==> src/rtl/heat_pkg.sv <==
// heat_pkg: shared constants, op codes and scheduler states for the heat-diffusion stencil
package heat_pkg;
  localparam int GRID_W    = 5;
  localparam int GRID_H    = 5;
  localparam int CELLS     = GRID_W * GRID_H;
  localparam int ADDR_W    = 5;
  localparam int DATA_W    = 4;
  localparam int ALPHA_W   = 3;
  localparam int ALPHA_MAX = 4;
  typedef enum logic [1:0] {OP_NOP, OP_WRITE, OP_READ, OP_CONFIG} op_t;
  typedef enum logic [2:0] {IDLE, WRITE, READ, READ_RSP, SWEEP} state_t;
endpackage

==> src/rtl/heat_cell_walker.sv <==
// heat_cell_walker: row-major cell walker with edge flags, shared by the sweep and scan paths
module heat_cell_walker #(
  parameter int GRID_W = heat_pkg::GRID_W,
  parameter int GRID_H = heat_pkg::GRID_H,
  parameter int ADDR_W = heat_pkg::ADDR_W
) (
  input  logic              clk,
  input  logic              rst,
  input  logic              clear,
  input  logic              advance,
  output logic [ADDR_W-1:0] index,
  output logic [ADDR_W-1:0] row,
  output logic [ADDR_W-1:0] col,
  output logic [3:0]        edge_flags,
  output logic              last
);
  localparam logic [ADDR_W-1:0] MAX_C = ADDR_W'(GRID_W - 1);
  localparam logic [ADDR_W-1:0] MAX_R = ADDR_W'(GRID_H - 1);
  logic col_end;
  assign col_end    = col == MAX_C;
  assign last       = col_end && row == MAX_R;
  assign edge_flags = {row == '0, row == MAX_R, col == '0, col_end};
  always_ff @(posedge clk) begin
    if (rst || clear) begin
      index <= '0;
      row   <= '0;
      col   <= '0;
    end else if (advance) begin
      index <= last ? '0 : index + 1'b1;
      col   <= col_end ? '0 : col + 1'b1;
      row   <= last ? '0 : col_end ? row + 1'b1 : row;
    end
  end
endmodule

==> src/rtl/heat_sweep_sched.sv <==
// heat_sweep_sched: host command port, sweep sequencing and bank ping-pong for the stencil datapath
module heat_sweep_sched
  import heat_pkg::*;
#(
  parameter int GRID_W    = heat_pkg::GRID_W,
  parameter int GRID_H    = heat_pkg::GRID_H,
  parameter int ADDR_W    = heat_pkg::ADDR_W,
  parameter int DATA_W    = heat_pkg::DATA_W,
  parameter int ALPHA_W   = heat_pkg::ALPHA_W,
  parameter int ALPHA_MAX = heat_pkg::ALPHA_MAX
) (
  input  logic               clk,
  input  logic               rst,
  input  logic               cmd_valid,
  output logic               cmd_ready,
  input  logic [1:0]         cmd_op,
  input  logic [ADDR_W-1:0]  cmd_addr,
  input  logic [7:0]         cmd_data,
  input  logic               run_en,
  output logic               mem_we,
  output logic [ADDR_W-1:0]  mem_addr,
  output logic [DATA_W-1:0]  mem_wdata,
  input  logic [DATA_W-1:0]  mem_rdata,
  output logic               src_bank,
  output logic               step_valid,
  output logic [ADDR_W-1:0]  step_addr,
  output logic [3:0]         step_edge,
  output logic               step_last,
  output logic [ALPHA_W-1:0] alpha,
  output logic               rd_valid,
  output logic [DATA_W-1:0]  rd_data,
  output logic [7:0]         iter_count,
  output logic               busy
);
  localparam logic [ALPHA_W-1:0] A_MAX = ALPHA_W'(ALPHA_MAX);
  state_t             state, nxt;
  logic [ADDR_W-1:0]  addr_q, idx;
  logic [DATA_W-1:0]  data_q;
  logic [3:0]         edges;
  logic               last, in_range, accept;
  logic [ALPHA_W-1:0] alpha_in;
  heat_cell_walker #(.GRID_W(GRID_W), .GRID_H(GRID_H), .ADDR_W(ADDR_W)) u_walker (
    .clk(clk), .rst(rst), .clear(!step_valid), .advance(step_valid),
    .index(idx), .row(), .col(), .edge_flags(edges), .last(last)
  );
  assign cmd_ready  = state == IDLE;
  assign busy       = !cmd_ready;
  assign accept     = cmd_valid && cmd_ready;
  assign step_valid = state == SWEEP;
  assign in_range   = addr_q < ADDR_W'(GRID_W * GRID_H);
  assign alpha_in   = cmd_data[ALPHA_W-1:0];
  assign mem_we     = state == WRITE && in_range;
  assign mem_addr   = step_valid ? idx : (state == WRITE || state == READ) ? addr_q : '0;
  assign mem_wdata  = state == WRITE ? data_q : '0;
  assign rd_valid   = state == READ_RSP;
  assign rd_data    = rd_valid && in_range ? mem_rdata : '0;
  assign step_addr  = step_valid ? idx : '0;
  assign step_edge  = step_valid ? edges : '0;
  assign step_last  = step_valid && last;
  always_comb begin
    nxt = state;
    case (state)
      IDLE:     nxt = cmd_valid ? (cmd_op == OP_WRITE ? WRITE : cmd_op == OP_READ ? READ : IDLE)
                                : run_en ? SWEEP : IDLE;
      WRITE:    nxt = IDLE;
      READ:     nxt = READ_RSP;
      READ_RSP: nxt = IDLE;
      SWEEP:    nxt = !last ? SWEEP : (run_en && !cmd_valid) ? SWEEP : IDLE;
      default:  nxt = IDLE;
    endcase
  end
  always_ff @(posedge clk) begin
    if (rst) begin
      state      <= IDLE;
      addr_q     <= '0;
      data_q     <= '0;
      alpha      <= ALPHA_W'(1);
      src_bank   <= 1'b0;
      iter_count <= '0;
    end else begin
      state <= nxt;
      if (accept) begin
        addr_q <= cmd_addr;
        data_q <= cmd_data[DATA_W-1:0];
        if (cmd_op == OP_CONFIG) alpha <= alpha_in > A_MAX ? A_MAX : alpha_in;
      end
      if (step_valid && last) begin
        src_bank   <= ~src_bank;
        iter_count <= iter_count + 8'd1;
      end
    end
  end
endmodule
==> config.mk <==
export PLATFORM = sky130hd
export DESIGN_NAME = heat_sweep_sched
export DESIGN_NICKNAME = d
export VERILOG_FILES = /design/src/rtl/heat_pkg.sv /design/src/rtl/heat_cell_walker.sv /design/src/rtl/heat_sweep_sched.sv
export SDC_FILE = /design/constraint.sdc
export NUM_CORES = 1
export LEC_CHECK = 0
export BUFFER_PORTS_ARGS = -buffer_cell sky130_fd_sc_hd__buf_2
export CAP_MARGIN = 10
export CORE_AREA = 4 4 67 69
export DETAILED_ROUTE_END_ITERATION = 16
export DIE_AREA = 0 0 71 73
export PLACE_DENSITY_LB_ADDON = 0.15
export SLEW_MARGIN = 30
export SYNTH_ARGS = -nofsm -noshare
export SYNTH_HDL_FRONTEND = slang
export SYNTH_SLANG_ARGS = --single-unit
==> constraint.sdc <==
create_clock -name clk -period 5.6 [get_ports clk]
set_input_delay 1.12 -clock clk [delete_from_list [all_inputs] [get_ports clk]]
set_output_delay 1.12 -clock clk [all_outputs]
set_load 0.03 [all_outputs]
== Word level (Yosys, flattened, before mapping) ==
Cells that the tools add are included.
Storage, ports and cells
  word-level logic and storage cells: 60
  output and inout port bits: 40
  bits in registers: 39
  bits of input ports: 23
Cells by class
  reductions and logical operators: 17
  bitwise gates (word level): 1
  muxes and demuxes: 18
  equality and inequality tests: 9
  $lt $le $gt $ge: 2
  add/sub/neg operators: 4
Operator list (number)
  two-way mux 5 bit: 7
  adder 5 x 1 -> 5 bit (second input constant): 3
  two-way mux 3 bit: 5
  two-way mux 4 bit: 3
  == test 5 x 3 -> 1 bit (second input constant): 2
  zero test 5 bit: 2
  case mux 3 bit (3 select lines): 1
  adder 8 x 1 -> 8 bit (second input constant): 1
  == test 3 x 2 -> 1 bit (second input constant): 2
  logical AND 1 bit: 6
  < comparator 5 bit (second input constant): 1
  == test 2 bit (second input constant): 2
  two-way mux 2 bit: 2
  AND reduction 2 bit: 2
  == test 3 x 1 -> 1 bit (second input constant): 1
  == test 3 bit (second input constant): 1
  greater-than comparator 3 bit (second input constant): 1
  zero test 1 bit: 3
  zero test 3 bit: 1
  == test 2 x 1 -> 1 bit (second input constant): 1
  logical OR 1 bit: 2
  nonzero test 2 bit: 1
  inverter 1 bit: 1

== Longest topological paths before layout ==
Gate-level depths: netlist of the first run.
  word-level depth: 5
  gate-level depth with buffers: 8
  gate-level depth less buffers: 6

== Modules after synthesis ==
Synthesis of the first run repeated with hierarchy kept, for this count alone.
Unflattened totals
  cells, all modules: 250
  area, all modules: 2047.0 µm²
By module, submodules not included
  heat_sweep_sched: times used 1, area each 1226.2 µm², cells each 153
  heat_cell_walker: times used 1, area each 820.8 µm², cells each 97

== Worst setup path before layout of the first run ==
No wires, ideal clock.
  path type: register to output
  from: register state[1]
  to: output port mem_addr[2]
  path slack: 2.580 ns
  stages on the path, launching flop included: 8
  data required time: 4.480 ns
  path buffers: 3
  arrival time: 1.900 ns
  path through: dfxtp_1 > buf_6 > or3b_1 > buf_6 > clkinv_2 > buf_2 > and2_1 > a21o_1
RTL lines
  start, declared: line heat_sweep_sched.sv:36  | state_t state, nxt;
  start signal, assigned: line heat_sweep_sched.sv:81  | state <= nxt;
  == test 3 bit: line heat_sweep_sched.sv:49  | assign step_valid = state == SWEEP;
  via step_valid: line heat_sweep_sched.sv:25  | output logic step_valid,
  two-way mux 5 bit: line heat_sweep_sched.sv:53  | assign mem_addr = step_valid ? idx : (state == WRITE || state == READ) ? addr_q : '0;
  end, declared: line heat_sweep_sched.sv:21  | output logic [ADDR_W-1:0] mem_addr,
The timed path passes the listed nets, and every way through them passes these cells.

== Worst setup path after layout of the first run ==
  from: register state[2]
  to: output port step_last
On the way
  cells in the longest elaborated chain, start to end: 2
Ends and longest elaborated chain
  == test 3 bit: line heat_sweep_sched.sv:49
  logical AND 1 bit: line heat_sweep_sched.sv:59  | assign step_last = step_valid && last;
  end, declared: line heat_sweep_sched.sv:28  | output logic step_last,
Every way passes these cells.

==> summary.txt, run 1 <==
Layout
  – Layout Utilization: 58.76%
  – # diodes: 0
  – Area Growth Syn to Fin: 19.74%
  – Reg area: 780.7 um2
  – Nets: 307
  – Share of cells above drive strength 1: 25.45%
  – Post-route insts no fill: 329
  – Filler cells: 395
  – Multi-input gate area: 1035 um2

Clocking
  – Skew-Pair Late Insertion Delay: 0.29 ns
  – CTS tree: done
  – Cts bufs inserted: 5
  – Clk slew on worst S/H paths: 0.07 ns
  – Number of post-CTS setup repair buffers: 0
  – Root Buffer: clkbuf_8
  – Sink Count: 39
  – Hold-fix buffers at CTS: 0
  – H-tree depth: 2
  – Post_cts resized: 0
  – Max clock buf depth: 2

Timing
  – Hold slack: 0.4510 ns
  – Slew Limit Fails: 0
  – Hold Fails Final Rpt: 0
  – Minimum clock period: 3.321 ns
  – RSZ-0062 raised after global routing: false
  – Final worst setup slack: 2.279 ns
  – Clock Skew: 0.003875 ns
  – Endpoints failing setup: 0
  – Fin Setup TNS: 0 ns
  – FMAX: 301.1 MHz
  – Worst slew pin tran: 0.5786 ns
  – Slew margin rel.: 61.26%
  – Fin crit share: 59.30%

Die
  – Area of the core: 3914 um2
  – Placement row count: 23
  – Die height: 73 um
  – I/O pin cnt: 63
  – Die area: 5183 um2
  – Die width: 71 um
  – Starting density of the core: 49.07%

Global route
  – Vias in the first global route: 1,580
  – First-pass GRT wire length: 7010 um
  – Total Routing Usage GR: 16.89%
  – Largest net degree at the start of global routing: 27
  – Initial antenna violation count: 0
  – Gr ovfl total: 0

Min path
  – Hold Crit Class: reg -> reg
  – WHS Path Cells: 2

Pwr
  – LEAKAGE: 1.119 nW
  – Maximum vdd drop: 0.0001676 V
  – Power Density: 232.9 nW/um2
  – Logic pwr share: 11.6%
  – Switching Share: 26.51%
  – Clock Power Share: 33.7%
  – Sequential share of power: 54.7%
  – Int Pwr: 0.3937 mW
  – P_sw: 0.1420 mW

Critical path
  – Arrival time at the worst endpoint: 2.20 ns
  – Origin of the critical flop-to-flop path: state[2]$_SDFF_PP0_
  – Crit Path Category: reg -> out
  – Crit end category: output port
  – Startpoint types: flop
  – Crit path to: step_last
  – Crit. Startpoint: state[2]$_SDFF_PP0_
  – Critical path required time: 4.48 ns
  – Critical Path Fanout Max: 17
  – R2R Setup Slk: 3.47 ns
  – Worst R2R End: iter_count[5]$_SDFFE_PP0P_
  – FF-to-FF path depth: 5

Drt
  – Post-Route WL: 4104 um
  – DRC violations left: 0
  – WL/cell: 12.47 um
  – Vias/cell: 5.073
  – Detail Route Antenna Nets: 0
  – Detailed-route via count: 1,669
  – Drt first pass iters: 4
  – Detailed Route Iter0 Violations: 82

Placed design
  – DP Worst Slack: 2.571 ns
  – Placed cells: 321
  – Routability cong.: 0.7594
  – Final HPWL from detailed placement: 3004 um
  – PortBufs: 58

Synthesis
  – Top FF cell, synth: dfxtp_1
  – Post-synth EDFFs: 0
  – Post-synthesis cell area: 1921 um2
  – Syn_nets: 252
  – Synth Register Bits: 39
  – Synthesis Warnings: 0
  – Cells after Synth: 223
  – Syn avg cell area: 8.613 um2
  – Sequential cell area fraction in the yosys report: 40.65%
  – Post-synthesis async set-or-reset flop share: 0%
  – Netlist cell types: 40

Status
  – Status: finished clean

Flow run
  – Max Cap Viol: 0
## per-stage QoR
stage	power (mW)	instance area, um2
5_1_grt	0.5613	2300
2_1_floorplan	0.3443	1921
6_report	0.5357	2300
4_1_cts	0.5444	2300
3_3_place_gp	0.3616	2218
3_5_place_dp	0.3623	2218
## cell type report
class                      instances  area share, %
multi-input combinational        162          44.99
sequential                        39          33.95
clock inverter                     1         0.2176
timing repair buffer              59          12.95
tap                               50          2.720
inverter                          11          1.850
clock buffer                       7          3.319
## cell usage in the layout, fill, tap and decap left out, types with 2 or more instances in the layout
cell type	Yosys	final
dfxtp_1	39	39
nor2_1	26	26
or4bb_1	2	2
nand2b_1	2	2
clkbuf_8	0	5
xor2_1	12	12
a21oi_1	14	14
mux2i_1	2	2
or3_1	2	2
buf_2	2	58
nor4_1	4	4
xnor2_1	3	3
ha_1	6	6
nand4_1	8	8
inv_1	10	10
and2_1	15	15
nor2b_1	6	6
a21o_1	5	5
nand3_1	8	8
nor3_1	3	3
clkinv_2	1	2
nor3b_1	3	3
clkbuf_1	6	2
or3b_1	2	2
nand2_1	25	25
## power by group through the flow
stage          combinational (mW)  clock (mW)  sequential (mW)
2_1_floorplan              0.0476           0            0.297
3_3_place_gp               0.0624           0            0.299
3_5_place_dp               0.0627           0            0.300
4_1_cts                    0.0630       0.188            0.293
5_1_grt                    0.0693       0.197            0.295
6_report                   0.0622       0.180            0.293
## worst min path at each step
stage                                   startpoint                        endpoint  slack [ns]
finish                      data_q[3]$_SDFFE_PP0P_          data_q[3]$_SDFFE_PP0P_        0.45
detailed placement          data_q[3]$_SDFFE_PP0P_          data_q[3]$_SDFFE_PP0P_        0.44
global route                data_q[2]$_SDFFE_PP0P_          data_q[2]$_SDFFE_PP0P_        0.47
CTS                         data_q[3]$_SDFFE_PP0P_          data_q[3]$_SDFFE_PP0P_        0.45
floorplan           u_walker.index[0]$_SDFFE_PP0P_  u_walker.index[0]$_SDFFE_PP0P_        0.43
global placement            data_q[3]$_SDFFE_PP0P_          data_q[3]$_SDFFE_PP0P_        0.44
## cells in the mapped netlist (3+ instances only)
master / n / area, um2
ha_1: 6 / 75.07
inv_1: 10 / 37.54
nor4_1: 4 / 25.02
nor2_1: 26 / 97.59
xor2_1: 12 / 105.1
dfxtp_1: 39 / 780.8
nor3_1: 3 / 15.01
clkbuf_1: 6 / 22.52
nand4_1: 8 / 50.05
nand3_1: 8 / 40.04
nand2_1: 25 / 93.84
a21o_1: 5 / 37.54
a21oi_1: 14 / 70.07
nor3b_1: 3 / 22.52
and2_1: 15 / 93.84
nor2b_1: 6 / 37.54
xnor2_1: 3 / 26.28
## flip-flops by register name, summed over array words and instances, names as in the netlist
signal,flops
src_bank,1
u_walker.row,5
addr_q,5
state,3
data_q,4
iter_count,8
alpha,3
u_walker.index,5
u_walker.col,5
## critical path: stages (launching register included)
cell	delay, ns
dfxtp_1	0.59
or3b_1	0.56
clkinv_2	0.25
nand3_1	0.23
inv_1	0.09
buf_2	0.19
## kinds of logic after synthesis
| family | after synthesis | share of synthesized area, % |
|---|---|---|
| AO/OA/AOI/OAI | 24 | 7.688 |
| flip-flops | 39 | 40.65 |
| XOR/XNOR | 15 | 6.841 |
| adder cells (fa/ha/maj) | 6 | 3.909 |
| AND/OR/NAND/NOR | 113 | 33.03 |
| buffers and inverters | 22 | 5.472 |
| multiplexers | 4 | 2.410 |
## routing by layer
metal	up-vias	routed length, um	GRT usage (%)
li1	856	-	-
met1	758	1841	20.05
met2	50	1870	28.63
met3	5	330	4.270
met4	0	62	7.933
met5	-	0	0
No activity file was read; power rests on OpenSTA's default activity.
==> inputs of run 2 (changes only) <==
--- a/config.mk
+++ b/config.mk
@@ -7,9 +7,9 @@
 export LEC_CHECK = 0
 export BUFFER_PORTS_ARGS = -buffer_cell sky130_fd_sc_hd__buf_2
 export CAP_MARGIN = 10
-export CORE_AREA = 4 4 67 69
+export CORE_AREA = 4 4 71 73
 export DETAILED_ROUTE_END_ITERATION = 16
-export DIE_AREA = 0 0 71 73
+export DIE_AREA = 0 0 75 77
 export PLACE_DENSITY_LB_ADDON = 0.15
 export SLEW_MARGIN = 30
 export SYNTH_ARGS = -nofsm -noshare
==> constraint.sdc (replaced) <==
create_clock -name clk -period 2.7 [get_ports clk]
set_input_delay 0.54 -clock clk [delete_from_list [all_inputs] [get_ports clk]]
set_output_delay 0.54 -clock clk [all_outputs]
set_load 0.03 [all_outputs]
==> summary.txt, run 2 (synthesized netlist as in run 1, its figures left out) <==
Critical path
  – Startpoint types: flop
  – Crit Path Category: reg -> out
  – Crit-path max cell delay: 0.53 ns (-0.06 ns)
  – Arrival time at the worst endpoint: 1.90 ns (-0.30 ns)
  – Critical path required time: 2.16 ns (-2.32 ns)
  – Critical Path Fanout Max: 17 (unchanged)
  – CP max stage cell: or3b_1
  – Crit-path leading delay family: simple AND/OR/NAND/NOR gates
  – WP buf/inv: 3 (unchanged)
  – Crit end category: output port
  – Crit-path cells: or3b_1 -> clkinv_2 -> nand3_1 -> inv_1 -> buf_2

Drt
  – Vias/cell: 4.973 (-2.0%)
  – WL/cell: 12.10 um (-3.0%)
  – Detailed Route Iter0 Violations: 75 (-8.5%)
  – Drt first pass iters: 4 (unchanged)
  – Post-Route WL: 4053 um (-1.2%)
  – Detailed-route via count: 1,666 (-0.18%)
  – DRC violations left: 0 (unchanged)
  – Detail Route Antenna Nets: 0 (unchanged)

Layout
  – Most flops, register: iter_count
  – Commonest non-fill, non-tap cell in the layout: buf_2
  – Area Growth Syn to Fin: 21.56%
  – Max reg flops: 8 (unchanged)
  – Commonest non-fill, non-tap cells in the layout: buf_2, dfxtp_1, nor2_1
  – Nets: 311 (+1.3%)
  – Post-route insts no fill: 335 (+1.8%)
  – # diodes: 0 (unchanged)
  – Share of cells above drive strength 1: 27.21% (+1.8 points)

Timing
  – FMAX: 409.0 MHz
  – Worst slew pin tran: 0.4762 ns (-0.1023 ns)
  – Hold Fails Final Rpt: 0 (unchanged)
  – Endpoints failing setup: 0 (unchanged)
  – Fin crit share: 90.54%
  – Slew Limit Fails: 0 (unchanged)
  – Slew margin rel.: 68.18% (+6.9 points)
  – Clock Skew: 0.005160 ns (+0.001285 ns)
  – RSZ-0062 raised after global routing: false
  – Minimum clock period: 2.445 ns
  – Fin Setup TNS: 0 ns (unchanged)

Placed design
  – Routability cong.: 0.7808 (+2.8%)
  – Final HPWL from detailed placement: 3056 um (+1.7%)
  – PortBufs: 58 (unchanged)
  – Placed cells: 327 (+1.9%)

Clocking
  – Number of post-CTS setup repair buffers: 0 (unchanged)
  – H-tree depth: 2 (unchanged)
  – Hold-fix buffers at CTS: 0 (unchanged)
  – Sink Count: 39 (unchanged)
  – Skew-Pair Late Insertion Delay: 0.29 ns (about the same)
  – Max clock buf depth: 2 (unchanged)
  – Post_cts resized: 0 (unchanged)
  – Root Buffer: clkbuf_8
  – CTS tree: done
  – Cts bufs inserted: 5 (unchanged)
  – Clk slew on worst S/H paths: 0.07 ns (about the same)

Flow run
  – Max Cap Viol: 0 (unchanged)

Global route
  – Total Routing Usage GR: 14.75% (-2.1 points)
  – First-pass GRT wire length: 6617 um (-5.6%)
  – Gr ovfl total: 0 (unchanged)
  – Largest net degree at the start of global routing: 27 (unchanged)
  – Initial antenna violation count: 0 (unchanged)
  – Vias in the first global route: 1,501 (-5.0%)

Die
  – Die width: 75 um (+5.6%)
  – Area of the core: 4354 um2 (+11%)
  – Die area: 5775 um2 (+11%)
  – Starting density of the core: 44.11% (-5.0 points)
  – Placement row count: 24 (+4.3%)
  – Die height: 77 um (+5.5%)
  – I/O pin cnt: 63 (unchanged)

Pwr
  – LEAKAGE: 1.146 nW (+2.4%)
  – Power Density: 478.5 nW/um2 (+110%)
  – Maximum vdd drop: 0.0002782 V (+66%)

Min path
  – Hold Crit Class: reg -> reg

Status
  – Status: finished clean
## run 2: cell count changes in the layout (fill, tap and decap cells not counted), sizes merged
cell / previous run / this run
clkinv: 2 / 4
buf: 59 / 63
clkbuf: 7 / 5
## run 2: power breakdown
| group | internal (mW) | total (mW) | leakage, nW | switching (mW) |
|---|---|---|---|---|
| combinational | 0.0499 | 0.142 | 0.782 | 0.0923 |
| sequential | 0.591 | 0.600 | 0.316 | 0.00938 |
| clock | 0.177 | 0.375 | 0.0477 | 0.198 |
## run 2: area by class of cell
type,instances,area [um2]
Fill cell,449,2019
Multi-Input combinational cell,162,1035
Sequential cell,39,780.7
Timing Repair Buffer,63,327.8
Clock buffer,5,68.82
Tap cell,52,65.06
Inverter,11,42.54
Clock inverter,3,15.01
## run 2: final timing paths
| kind | cells after the start | start | slack [ns] | end |
|---|---|---|---|---|
| setup / recovery | 5 | state[1]$_SDFF_PP0_ | 0.26 | step_last |
| hold / removal | 2 | data_q[3]$_SDFFE_PP0P_ | 0.45 | data_q[3]$_SDFFE_PP0P_ |
| setup reg to reg | 6 | u_walker.row[0]$_SDFFE_PP0P_ | 0.64 | iter_count[7]$_SDFFE_PP0P_ |
| hold reg to reg | 2 | data_q[3]$_SDFFE_PP0P_ | 0.45 | data_q[3]$_SDFFE_PP0P_ |
## run 2: tightest hold or removal path: stages, from the launching register on
cell and delay (ns):
dfxtp_1 0.31, nand2_1 0.05, a21oi_1 0.05
## run 2: metal layers
metal	up-vias	part of all wire, %	GRT usage [%]
met2	50	46	23.17
met4	0	1.9	6.406
met3	6	8.9	5.098
met1	742	43	17.87
met5	-	0	0
li1	868	-	-
## run 2: per-stage QoR
stage	worst slack (ns)	hold WS, ns	instance area [um2]	total power, mW	util (%)
2_1_floorplan	0.2603	0.4258	1921	0.7142	-
3_3_place_gp	0.5662	0.4382	2251	0.7563	51.70
3_5_place_dp	0.5534	0.4433	2251	0.7576	51.70
4_1_cts	0.2164	0.4538	2335	1.138	53.62
5_1_grt	0.08846	0.4751	2335	1.182	53.62
6_report	0.2553	0.4513	2335	1.117	53.62
